**src/rtl/mem_access_unit.sv**
```systemverilog
// mem_access_unit: MEM-stage load/store unit for the pipelined MIPS core.
// Converts byte/half/word loads and stores into word accesses on a
// big-endian, word-wide data memory. Sub-word stores use a two-cycle
// read-modify-write (IDLE -> RMW_WR). Load results are extended and
// registered toward writeback.
// Optional feature: define MEM_ALIGN_CHECK_EN to reject misaligned half/word
// accesses with a one-cycle align_err pulse. Without it, misaligned offsets
// are masked down to the natural alignment.
module mem_access_unit #(
    parameter int ADDR_W = 32
) (
    input  logic              clk,
    input  logic              rst_n,
    input  logic              req_valid,
    input  logic              req_rd,
    input  logic              req_wr,
    input  logic [1:0]        req_size,
    input  logic              req_unsigned,
    input  logic [ADDR_W-1:0] req_addr,
    input  logic [31:0]       req_wdata,
    output logic              req_ready,
    output logic [ADDR_W-1:0] mem_addr,
    output logic              mem_read,
    output logic              mem_write,
    output logic [31:0]       mem_wdata,
    input  logic [31:0]       mem_rdata,
    output logic              wb_valid,
    output logic [31:0]       wb_data,
    output logic              align_err
);

    localparam logic [0:0] S_IDLE   = 1'b0;
    localparam logic [0:0] S_RMW_WR = 1'b1;

    logic [0:0]        state_q, state_d;
    logic [ADDR_W-1:0] addr_q, addr_d;
    logic [31:0]       merge_q, merge_d;
    logic              wb_valid_q, wb_valid_d;
    logic [31:0]       wb_data_q, wb_data_d;
    logic              align_err_q, align_err_d;

    logic              is_half, is_word;
    logic              misalign, do_store, do_load, reject;
    logic [1:0]        off;
    logic [ADDR_W-1:0] word_addr;
    logic [7:0]        rd_byte;
    logic [15:0]       rd_half;
    logic [31:0]       load_val;
    logic [31:0]       merged;

    assign is_half   = (req_size == 2'b01);
    assign is_word   = req_size[1];
    assign word_addr = {req_addr[ADDR_W-1:2], 2'b00};

`ifdef MEM_ALIGN_CHECK_EN
    assign misalign = (is_half & req_addr[0]) | (is_word & (req_addr[1:0] != 2'b00));
`else
    assign misalign = 1'b0;
`endif

    // Offset forced to natural alignment; only matters when the check is off.
    assign off = is_word ? 2'b00 : (is_half ? {req_addr[1], 1'b0} : req_addr[1:0]);

    // A store wins when rd and wr are both set.
    assign do_store = req_valid & req_wr & ~misalign;
    assign do_load  = req_valid & req_rd & ~req_wr & ~misalign;
    assign reject   = req_valid & (req_rd | req_wr) & misalign;

    // Big-endian lane extraction for loads and lane replacement for sub-word stores.
    always_comb begin
        // NOTE: every variable gets a default first so no path infers a latch.
        rd_byte = mem_rdata[31:24];
        merged  = mem_rdata;
        case (off)
            2'd0: rd_byte = mem_rdata[31:24];
            2'd1: rd_byte = mem_rdata[23:16];
            2'd2: rd_byte = mem_rdata[15:8];
            default: rd_byte = mem_rdata[7:0];
        endcase
        rd_half = off[1] ? mem_rdata[15:0] : mem_rdata[31:16];

        if (is_word) begin
            load_val = mem_rdata;
        end else if (is_half) begin
            load_val = {{16{~req_unsigned & rd_half[15]}}, rd_half};
        end else begin
            load_val = {{24{~req_unsigned & rd_byte[7]}}, rd_byte};
        end

        if (is_half) begin
            if (off[1]) merged[15:0]  = req_wdata[15:0];
            else        merged[31:16] = req_wdata[15:0];
        end else begin
            case (off)
                2'd0: merged[31:24] = req_wdata[7:0];
                2'd1: merged[23:16] = req_wdata[7:0];
                2'd2: merged[15:8]  = req_wdata[7:0];
                default: merged[7:0] = req_wdata[7:0];
            endcase
        end
    end

    // Request sequencing: memory strobes, handshake and next-state values.
    always_comb begin
        state_d     = state_q;
        addr_d      = addr_q;
        merge_d     = merge_q;
        wb_valid_d  = 1'b0;
        wb_data_d   = wb_data_q;
        align_err_d = 1'b0;
        mem_read    = 1'b0;
        mem_write   = 1'b0;
        req_ready   = 1'b0;
        mem_addr    = word_addr;
        mem_wdata   = req_wdata;

        case (state_q)
            S_IDLE: begin
                req_ready   = 1'b1;
                align_err_d = reject;
                if (do_store) begin
                    if (is_word) begin
                        mem_write = 1'b1;
                    end else begin
                        mem_read  = 1'b1;
                        req_ready = 1'b0;
                        merge_d   = merged;
                        addr_d    = word_addr;
                        state_d   = S_RMW_WR;
                    end
                end else if (do_load) begin
                    mem_read   = 1'b1;
                    wb_valid_d = 1'b1;
                    wb_data_d  = load_val;
                end
            end
            S_RMW_WR: begin
                // Inputs are ignored here; the merged word was captured last cycle.
                mem_write = 1'b1;
                mem_addr  = addr_q;
                mem_wdata = merge_q;
                req_ready = 1'b1;
                state_d   = S_IDLE;
            end
            default: state_d = S_IDLE;
        endcase

        // Reset also gates the strobes, so a write pending in RMW_WR is dropped.
        if (!rst_n) begin
            mem_read  = 1'b0;
            mem_write = 1'b0;
            req_ready = 1'b0;
        end
    end

    // State and result registers.
    always_ff @(posedge clk or negedge rst_n) begin
        if (!rst_n) begin
            state_q     <= S_IDLE;
            addr_q      <= '0;
            merge_q     <= '0;
            wb_valid_q  <= 1'b0;
            wb_data_q   <= '0;
            align_err_q <= 1'b0;
        end else begin
            // NOTE: non-blocking assignments so all registers update from pre-edge values.
            state_q     <= state_d;
            addr_q      <= addr_d;
            merge_q     <= merge_d;
            wb_valid_q  <= wb_valid_d;
            wb_data_q   <= wb_data_d;
            align_err_q <= align_err_d;
        end
    end

    assign wb_valid  = wb_valid_q;
    assign wb_data   = wb_data_q;
    assign align_err = align_err_q;

endmodule

```
**config.mk**
```make
export PLATFORM = sky130hd
export DESIGN_NAME = mem_access_unit
export DESIGN_NICKNAME = d
export VERILOG_FILES = /design/src/rtl/mem_access_unit.sv
export SDC_FILE = /design/constraint.sdc
export NUM_CORES = 1
export LEC_CHECK = 0
export BUFFER_PORTS_ARGS = -buffer_cell sky130_fd_sc_hd__buf_2
export CORE_MARGIN = 4
export CORE_UTILIZATION = 45
export DETAILED_ROUTE_END_ITERATION = 8
export GPL_TIMING_DRIVEN = 1
export PLACE_DENSITY = 0.82
export SYNTH_ARGS = -nofsm -noshare
export SYNTH_HDL_FRONTEND = slang
export SYNTH_SLANG_ARGS = --single-unit
```
**constraint.sdc**
```tcl
create_clock -name clk -period 2.1 [get_ports clk]
set_clock_uncertainty 0.2 [all_clocks]
set_input_delay 0.525 -clock clk [delete_from_list [all_inputs] [get_ports clk]]
set_output_delay 0.525 -clock clk [all_outputs]
set_load 0.02 [all_outputs]
```
==> impl_metrics.tcl, run 1 <==
set metrics [dict create \
    outcome "finished, violations left" \
    violations "hold timing, setup timing" \
    grt_antenna_before_repair 0 \
    antenna-diode-count 0 \
    power_mw 5.98 \
    netlist_top_cells_area "dfrtp_1, mux2_2, nand2_1" \
    fin_ws_ps -225 \
    whs_ps -10.1 \
    slew_headroom_pct 62.4 \
    fin_crit_ps 2330 \
    drc 0 \
    cap_violations 0 \
    rows 40 \
    grt_overflow 0 \
    ant_nets 0 \
    power_density_nw_per_um2 778 \
    grt_use_total_pct 24.9 \
    regToRegSetupSlack_ps 30 \
    post_drt_wl_per_cell_um 19.2 \
    fin_nets 906 \
    place_inst 954 \
    worst_skew_pair.late_latency_ps 350 \
    worstReg2RegEnd "wb_data[4]" \
    drive_above_1_share_pct 46.1 \
    synth_ff_type "dfrtp_1" \
    crit_path_start_kind "register" \
    endpoint "mem_wdata[28]" \
    ys_seq_area_share_pct 42.7 \
    clockBufferDepth 2 \
    cp-end-kind "output pin" \
    grt_pass1_vias 5296 \
    synth_edf_count 0 \
    final-hold-violation-count 14 \
    maxSlewViolCount 0 \
    grt_pass1_wl_mm 28.2 \
    hold_path.class "in2async" \
    ys_ff_latch 96 \
    synth_top_cell_by_area "dfrtp_1" \
    fillerInstances 963 \
    seq_area_sq_um 2400 \
    required_ps 1370 \
    fin_crit_sh_pct 111 \
    r2r_start "state_q" \
    cp.arrival_ps 1600 \
    multi_input_area_sq_um 3090 \
    cp-startpoint "state_q" \
    utilization_pct 63.5 \
    worst-slew-pin-transition_ps 560 \
    clockRootBuffer "clkbuf_16" \
    finalWirelength_mm 18.8 \
    max_freq_ghz 0.430 \
    cts.sink_count 96 \
    yosysWarnings 0 \
    peakVddDrop_mv 0.435 \
    synth_commonest_cells "nand2_1, dfrtp_1, mux2_2" \
    dr.pass1.iters 5 \
    numCtsBuffers 9 \
    htree_levels 3 \
    syn-cell-area_sq_um 5630 \
    postSynth.asyncResetShare_pct 100 \
    pin_count 205 \
    p_leak_nw 3.74 \
    drt_iter0_drc 459 \
    synth.top_cell.area_share_pct 42.7 \
    setup_viol 64 \
    gp_congestion 0.924 \
    syn_area_per_cell_sq_um 9.47 \
    yosysMostFrequentCell "nand2_1" \
    routed_via_density 5.61 \
    synth_cell_type_count 44 \
    die_x_um 120 \
    critPathKind "reg2out" \
    grt_max_degree 49 \
    die_area_sq_um 14400 \
    die_height_um 120 \
    post-dp-hpwl_mm 13.4 \
    clkTransAtPathRegs_ps 70 \
    core_sq_um 12100 \
    areaGrowthSynthToFinish_pct 36.6 \
    rsz0062_at_grt "true" \
    path_max_fanout 12 \
    vias 5473 \
    portBuffers 201 \
    synthCells 594 \
    cts_tree "done" \
    final_cell_count_no_fill 975 \
    reg2regPathDepth 9 \
    start_util_pct 46.4 \
]
## through the flow
| stage | area [sq um] | TNS, ps | setup slack, ps |
|---|---|---|---|
| after CTS | 7450 | -11240 | -213 |
| after global routing | 7680 | -14050 | -259 |
| after floorplan | 5670 | 0 | 3.68 |
| after detailed placement | 7030 | -2180 | -196 |
| after global placement | 7030 | -1710 | -197 |
| final | 7680 | -11630 | -225 |
## metal layers
metal / wire length (um) / GRT usage (%) / part of all wire (%) / vias up
li1: - / - / - / 2519
met1: 7700 / 33.8 / 41 / 2573
met2: 8540 / 37.9 / 45 / 318
met3: 1760 / 6.27 / 9.4 / 63
met4: 763 / 11.0 / 4.1 / 0
met5: 0 / 0 / 0 / -
## power by group
group	switching, mW	internal [mW]
clock	0.710	1.14
sequential	0.212	2.20
combinational	0.991	0.722
## final cells by class
| type | count | area share, % |
|---|---|---|
| clock buffer | 14 | 3.57 |
| clock inverter | 2 | 0.782 |
| inverter | 3 | 0.147 |
| multi-input combinational | 446 | 40.2 |
| sequential | 96 | 31.3 |
| tap | 168 | 2.74 |
| timing repair buffer | 246 | 21.3 |
## flip-flops by register name (all words and copies together), names as in the netlist
signal	flops
merge_q	32
addr_q	30
state_q	1
wb_data	32
wb_valid	1
## how the worst min path moves through the flow
stage            endpoint  startpoint
2_1_floorplan  addr_q[10]       rst_n
3_3_place_gp   merge_q[0]       rst_n
3_5_place_dp   merge_q[0]       rst_n
4_1_cts        wb_data[0]       rst_n
5_1_grt        wb_data[2]       rst_n
6_report       wb_data[2]       rst_n
## cells by family after synthesis
group           after synthesis  share of synthesized area (%)
compound gates              142                           17.2
buf+inv                      54                           4.83
flops                        96                           42.7
mux                         100                           19.4
other cells                   1                         0.0667
simple gates                201                           15.9
## what timing repair did
action                                  4_1_cts  5_1_grt
buffers inserted                              2        0
resized for setup                            17       50
hold endpoints to repair                      2        0
pin swaps                                     0        2
cloned                                        0        2
endpoints found under the setup margin       65       89
hold buffers                                  1        0
## worst max-delay path, cell delays in order, from the launching register on
cell	delay [ps]
dfrtp_2	390
buf_12	170
clkbuf_16	180
mux2_2	330
buf_2	160
## layout by cell type (no fill, tap or decap), types with 7 or more instances in the layout
master / count
or3_1: 7
nand2b_1: 11
buf_4: 28
o211ai_2: 8
nand2_1: 129
buf_12: 10
nor2_1: 27
buf_2: 186
o22ai_1: 19
o21ai_1: 27
clkbuf_16: 11
o31ai_2: 8
mux2i_1: 30
buf_6: 17
o21a_1: 8
mux2_4: 10
o2111ai_1: 8
a21oi_1: 33
mux2_2: 60
dfrtp_1: 95
(Power assumes the default switching activity.)
==> run 2, diff against run 1 <==
- CORE_ASPECT_RATIO: default -> 0.9
==> run 2 against run 1 <==
  * Core utilization down 1.0 points
  * Non-clock buffer count unchanged
  * Critical path type unchanged
  * Sequential power about the same
  * Wire length up 1.9%
  * The flow finishes with violations (setup timing)
  * Sequential share of layout area up 0.47 points
  * Global-route usage up 0.37 points
  * First-iteration DRC count up 5.9%
  * Fmax up 1.3%
==> impl_metrics.tcl, run 2 (synthesis gave the netlist of run 1 again) <==
set metrics [dict create \
    outcome "finished, violations left" \
    violations "setup timing" \
    die_area_sq_um 14400 \
    grt_max_degree 42 \
    cp.arrival_ps 1570 \
    power_density_nw_per_um2 750 \
    cp-end-kind "output pin" \
    setup_viol 64 \
    critical-path-max-stage-delay_ps 390 \
    start_util_pct 46.4 \
    drc 0 \
    fin_nets 906 \
    setup_tns_ps -10930 \
    finalWirelength_mm 19.1 \
    vias 5420 \
    maxSlewViolCount 0 \
    p_leak_nw 3.67 \
    clockRootBuffer "clkbuf_16" \
    final-hold-violation-count 0 \
    worst_skew_pair.late_latency_ps 340 \
    die_x_um 126 \
    ant_nets 0 \
    cp_cell_sequence "buf_12 > buf_16 > mux2_2 > buf_4" \
    portBuffers 201 \
    drive_above_1_share_pct 45.8 \
    fillerInstances 1009 \
    core_sq_um 12100 \
    post_drt_wl_per_cell_um 19.8 \
    grt_pass1_vias 5230 \
    fin_crit_ps 2290 \
    rows 38 \
    crit_path_start_kind "register" \
    max_freq_ghz 0.436 \
    dr.pass1.iters 6 \
    cap_violations 0 \
    grt_pass1_wl_mm 28.8 \
    slowest_stage "dfrtp_2" \
    antenna-diode-count 0 \
    slew_headroom_pct 57.9 \
    htree_levels 3 \
    cts_tree "done" \
    fin_ws_ps -195 \
    pin_count 205 \
    drt_iter0_drc 486 \
    areaGrowthSynthToFinish_pct 34.6 \
    power_mw 5.68 \
    rsz0062_at_grt "true" \
    peakVddDrop_mv 0.462 \
    post-dp-hpwl_mm 13.5 \
    final_common_cell "buf_2" \
    path_max_fanout 18 \
    required_ps 1370 \
    grt_overflow 0 \
    clockBufferDepth 2 \
    final_cell_mix "buf_2, nand2_1, dfrtp_1" \
    path_delay_family "buffers and inverters" \
    die_height_um 114 \
    worst-slew-pin-transition_ps 628 \
    critPathKind "reg2out" \
    whs_ps 14.6 \
    numCtsBuffers 9 \
    seq_area_sq_um 2400 \
    routed_via_density 5.61 \
    grt_antenna_before_repair 0 \
    regToRegSetupSlack_ps 40 \
    clkTransAtPathRegs_ps 70 \
    gp_congestion 0.868 \
    cp_num_buf_inv 3 \
    hold_path.class "in2async" \
    cts.sink_count 96 \
    multi_input_area_sq_um 3040 \
    fin_crit_sh_pct 109 \
    grt_use_total_pct 25.3 \
]
-- run 2: cell count changes in the layout (fill, tap and decap cells not counted), sizes merged --
cell	previous run	this run
buf	243	244
bufinv	2	0
clkinv	0	3
clkinvlp	0	2
inv	3	4
clkbuf	16	10
-- run 2: report_power, final --
group | switching [mW] | internal, mW
Combinational | 0.994 | 0.716
Sequential | 0.210 | 2.20
Clock | 0.755 | 0.804
Total | 1.96 | 3.72
-- run 2: final timing paths --
path | startpoint | depth (start not counted) | to
worst max register to register | state_q | 8 | wb_data[8]
worst max-delay path | state_q | 4 | mem_addr[7]
min in group clk | req_addr[10] | 3 | addr_q[10]
worst min-delay path | rst_n | 2 | addr_q[6]
max in group asynchronous | rst_n | 2 | merge_q[0]
worst min register to register | addr_q[21] | 2 | addr_q[21]
-- run 2: worst register-to-register path, cell delays in order, from the launching register on --
cell and delay (ps):
dfrtp_2 430, buf_12 160, nand4bb_1 200, buf_6 160, buf_6 140, buf_8 150, or3_1 320, o21ai_1 90
a21oi_1 60
-- run 2: timing repair --
action	CTS	global route
hold endpoints to repair	3	0
setup endpoints to repair	65	94
buffers inserted	1	0
resized for setup	31	37
gates cloned	2	1
hold buffers	1	0
-- run 2: layout make-up --
type | instances | area share [%]
tap | 160 | 2.64
clock inverter | 6 | 0.611
clock buffer | 9 | 2.97
inverter | 3 | 0.149
multi-input combinational | 446 | 40.1
timing repair buffer | 246 | 21.7
sequential | 96 | 31.7
-- run 2: stage by stage --
| step | setup WS (ps) | utilization (%) | std cells | area [sq um] |
|---|---|---|---|---|
| after floorplan | 3.68 | - | 596 | 5670 |
| after global placement | -213 | 57.6 | 946 | 6990 |
| after detailed placement | -219 | 57.6 | 946 | 6990 |
| after CTS | -211 | 61.3 | 965 | 7430 |
| after global routing | -246 | 62.4 | 966 | 7570 |
| final | -195 | 62.4 | 966 | 7570 |
-- run 2: per-layer routing --
metal	vias to the layer above	wire length (um)	GRT usage [%]
met4	0	410	7.01
met3	36	1820	6.06
met5	-	0	0
met2	268	8880	39.3
met1	2602	8030	35.7
li1	2514	-	-
==> run 3, diff against run 2 <==
- ABC_AREA: default -> 1
- PLACE_DENSITY: 0.82 -> 0.81
==> run 3 against run 2 <==
  * Global-route usage grew 0.070 points
  * Sequential share of layout area shrank 2.4 points
  * Count of clock-buffer cells in the layout grew 1
  * Critical path depth grew 2
  * Flip-flop and latch count is the same
  * The run still ends with setup timing left
  * Cell count grew 21%
  * Largest cell class unchanged
  * First-iteration DRC count shrank 9.5%
==> impl_metrics.tcl, run 3 <==
set metrics [dict create \
    combPwrFrac_pct 29.8 \
    cp-end-kind "output pin" \
    grt_overflow 0 \
    final_common_cell "nand2_1" \
    seq_area_sq_um 2410 \
    cts.sink_count 96 \
    clkTransAtPathRegs_ps 70 \
    yosysMostFrequentCell "nand2_1" \
    fin_crit_ps 2330 \
    p_switching_mw 2.08 \
    max_freq_ghz 0.429 \
    maxSlewViolCount 0 \
    synth_edf_count 0 \
    path_delay_family "buffers and inverters" \
    grtUsageMet2_pct 39.8 \
    final_cell_area_sq_um 8210 \
    start_util_pct 46.1 \
    die_x_um 128 \
    outcome "finished, violations left" \
    ys_ff_latch 96 \
    path_max_fanout 15 \
    power_mw 6.10 \
    whs_ps 79.9 \
    sw_frac_of_total_pct 34.1 \
    final_cell_mix "nand2_1, buf_2, dfrtp_1" \
    required_ps 1370 \
    crit_cells 6 \
    post_drt_wl_per_cell_um 17.0 \
    peakVddDrop_mv 0.578 \
    grt_use_total_pct 25.4 \
    synth_ff_type "dfrtp_1" \
    p_leak_nw 4.10 \
    htree_levels 3 \
    grt_pass1_vias 5837 \
    post-dp-hpwl_mm 13.7 \
    areaGrowthSynthToFinish_pct 40.5 \
    drt_iter0_drc 440 \
    synth_cell_type_count 33 \
    slowest_stage "dfrtp_4" \
    routed_via_density 5.41 \
    syn_area_per_cell_sq_um 7.35 \
    grt_max_degree 97 \
    fin_crit_sh_pct 111 \
    setup_viol 65 \
    netlist_top_cells_area "dfrtp_1, nand2_1, o21ai_0" \
    cp_num_buf_inv 4 \
    synth_top_cell_by_area "dfrtp_1" \
    reg2regPathDepth 7 \
    fin_nets 1102 \
    setup_tns_ps -9850 \
    cp_common_cell "buf_4" \
    rsz0062_at_grt "true" \
    die_height_um 116 \
    drc 0 \
    grt_busiest_layer "met2" \
    final_cell_count_no_fill 1167 \
    grt_antenna_before_repair 0 \
    core_sq_um 12700 \
    place_inst 1139 \
    numCtsBuffers 9 \
    drive_above_1_share_pct 34.5 \
    vias 6315 \
    critPathKind "reg2out" \
    power_density_nw_per_um2 743 \
    final-hold-violation-count 0 \
    crit_path_start_kind "register" \
    multi_input_area_sq_um 3190 \
    use_met3_pct 6.54 \
    violations "setup timing" \
    antenna-diode-count 0 \
    pwr-share-seq_pct 39.7 \
    finalWirelength_mm 19.8 \
    intPower_mw 4.02 \
    cts_tree "done" \
    rows 39 \
    critical-path-max-stage-delay_ps 540 \
    grt_pass1_wl_mm 30.1 \
    cp_cell_sequence "buf_4 > buf_12 > nand2_1 > o21ai_1 > buf_4 > buf_6" \
    hold_path.class "in2async" \
    clockBufferDepth 2 \
    cap_violations 0 \
    yosysWarnings 0 \
    worst-slew-pin-transition_ps 524 \
    syn-cell-area_sq_um 5850 \
    die_area_sq_um 14900 \
    synth_commonest_cells "nand2_1, o21ai_0, dfrtp_1" \
    pwr-share-clk_pct 30.4 \
    synth.top_cell.area_share_pct 41.1 \
    ant_nets 0 \
    postSynth.asyncResetShare_pct 100 \
    dr.pass1.iters 5 \
    gp_congestion 0.925 \
    pin_count 205 \
    fillerInstances 1064 \
    holdBufCountCts 0 \
    ys_seq_area_share_pct 41.1 \
    fin_ws_ps -229 \
    grt_use_met1_pct 34.7 \
    clockRootBuffer "clkbuf_16" \
    portBuffers 201 \
    cp.arrival_ps 1600 \
    synthCells 795 \
    slew_headroom_pct 64.7 \
    dpl_cell_area_sq_um 7240 \
    worst_skew_pair.late_latency_ps 340 \
]
==> run 3: power by group through the flow <==
stage | Sequential [mW] | Clock [mW] | Combinational (mW)
2_1_floorplan | 2.54 | 0 | 0.869
6_report | 2.42 | 1.86 | 1.82
4_1_cts | 2.41 | 1.88 | 1.71
3_3_place_gp | 2.42 | 0 | 1.60
3_5_place_dp | 2.43 | 0 | 1.63
5_1_grt | 2.47 | 1.97 | 1.99
==> run 3: metal layers <==
layer  wire length (um)  up-vias
li1                   -     3031
met4                569        0
met3               1950       41
met5                  0        -
met2               9210      346
met1               8070     2897
==> run 3: final cells by class <==
class	instances	area share (%)
repair buffers	245	21.7
flip-flops and latches	96	29.3
clock buffers	10	2.91
inverters	77	3.52
multi-input cells	569	38.9
well taps	164	2.50
clock inverters	6	1.17
==> run 3: metrics by stage <==
stage	util (%)	setup WS, ps
floorplan	-	-47.1
global placement	57.1	-1.14
detailed placement	57.1	-2.02
CTS	61.7	-228
global route	64.7	-291
finish	64.7	-229
==> run 3: worst register-to-register path: stages (launching register included) <==
cell	delay (ps)
dfrtp_4	540
buf_8	160
nor3_4	200
inv_2	80
buf_4	150
buf_12	160
a21oi_1	290
a21oi_4	80
==> run 3: path summary, 6_finish.rpt <==
check                                   from      endpoint  slack [ps]
worst max-delay path                 state_q  mem_wdata[7]        -230
max in group asynchronous              rst_n       state_q        1220
min in group clk                req_addr[23]    addr_q[23]         250
worst min-delay path                   rst_n   wb_data[14]          80
worst min register to register   wb_data[13]   wb_data[13]         270
worst max register to register       state_q   wb_data[30]         120
==> run 3: timing repair <==
action / CTS / global route
endpoints found under the setup margin: 65 / 65
pin swaps: 5 / 11
resized for setup: 71 / 110
setup buffers: 8 / 5
cloned: 1 / 1
==> run 3: kinds of logic (layout without fill, tap and decap cells) <==
| logic type | after synthesis | after routing | share of synthesized area, % |
|---|---|---|---|
| other cells | 1 | 3 | 0.0642 |
| compound gates | 258 | 258 | 26.0 |
| flops | 96 | 96 | 41.1 |
| simple gates | 292 | 292 | 20.2 |
| mux | 16 | 16 | 3.08 |
| buf+inv | 132 | 338 | 9.48 |
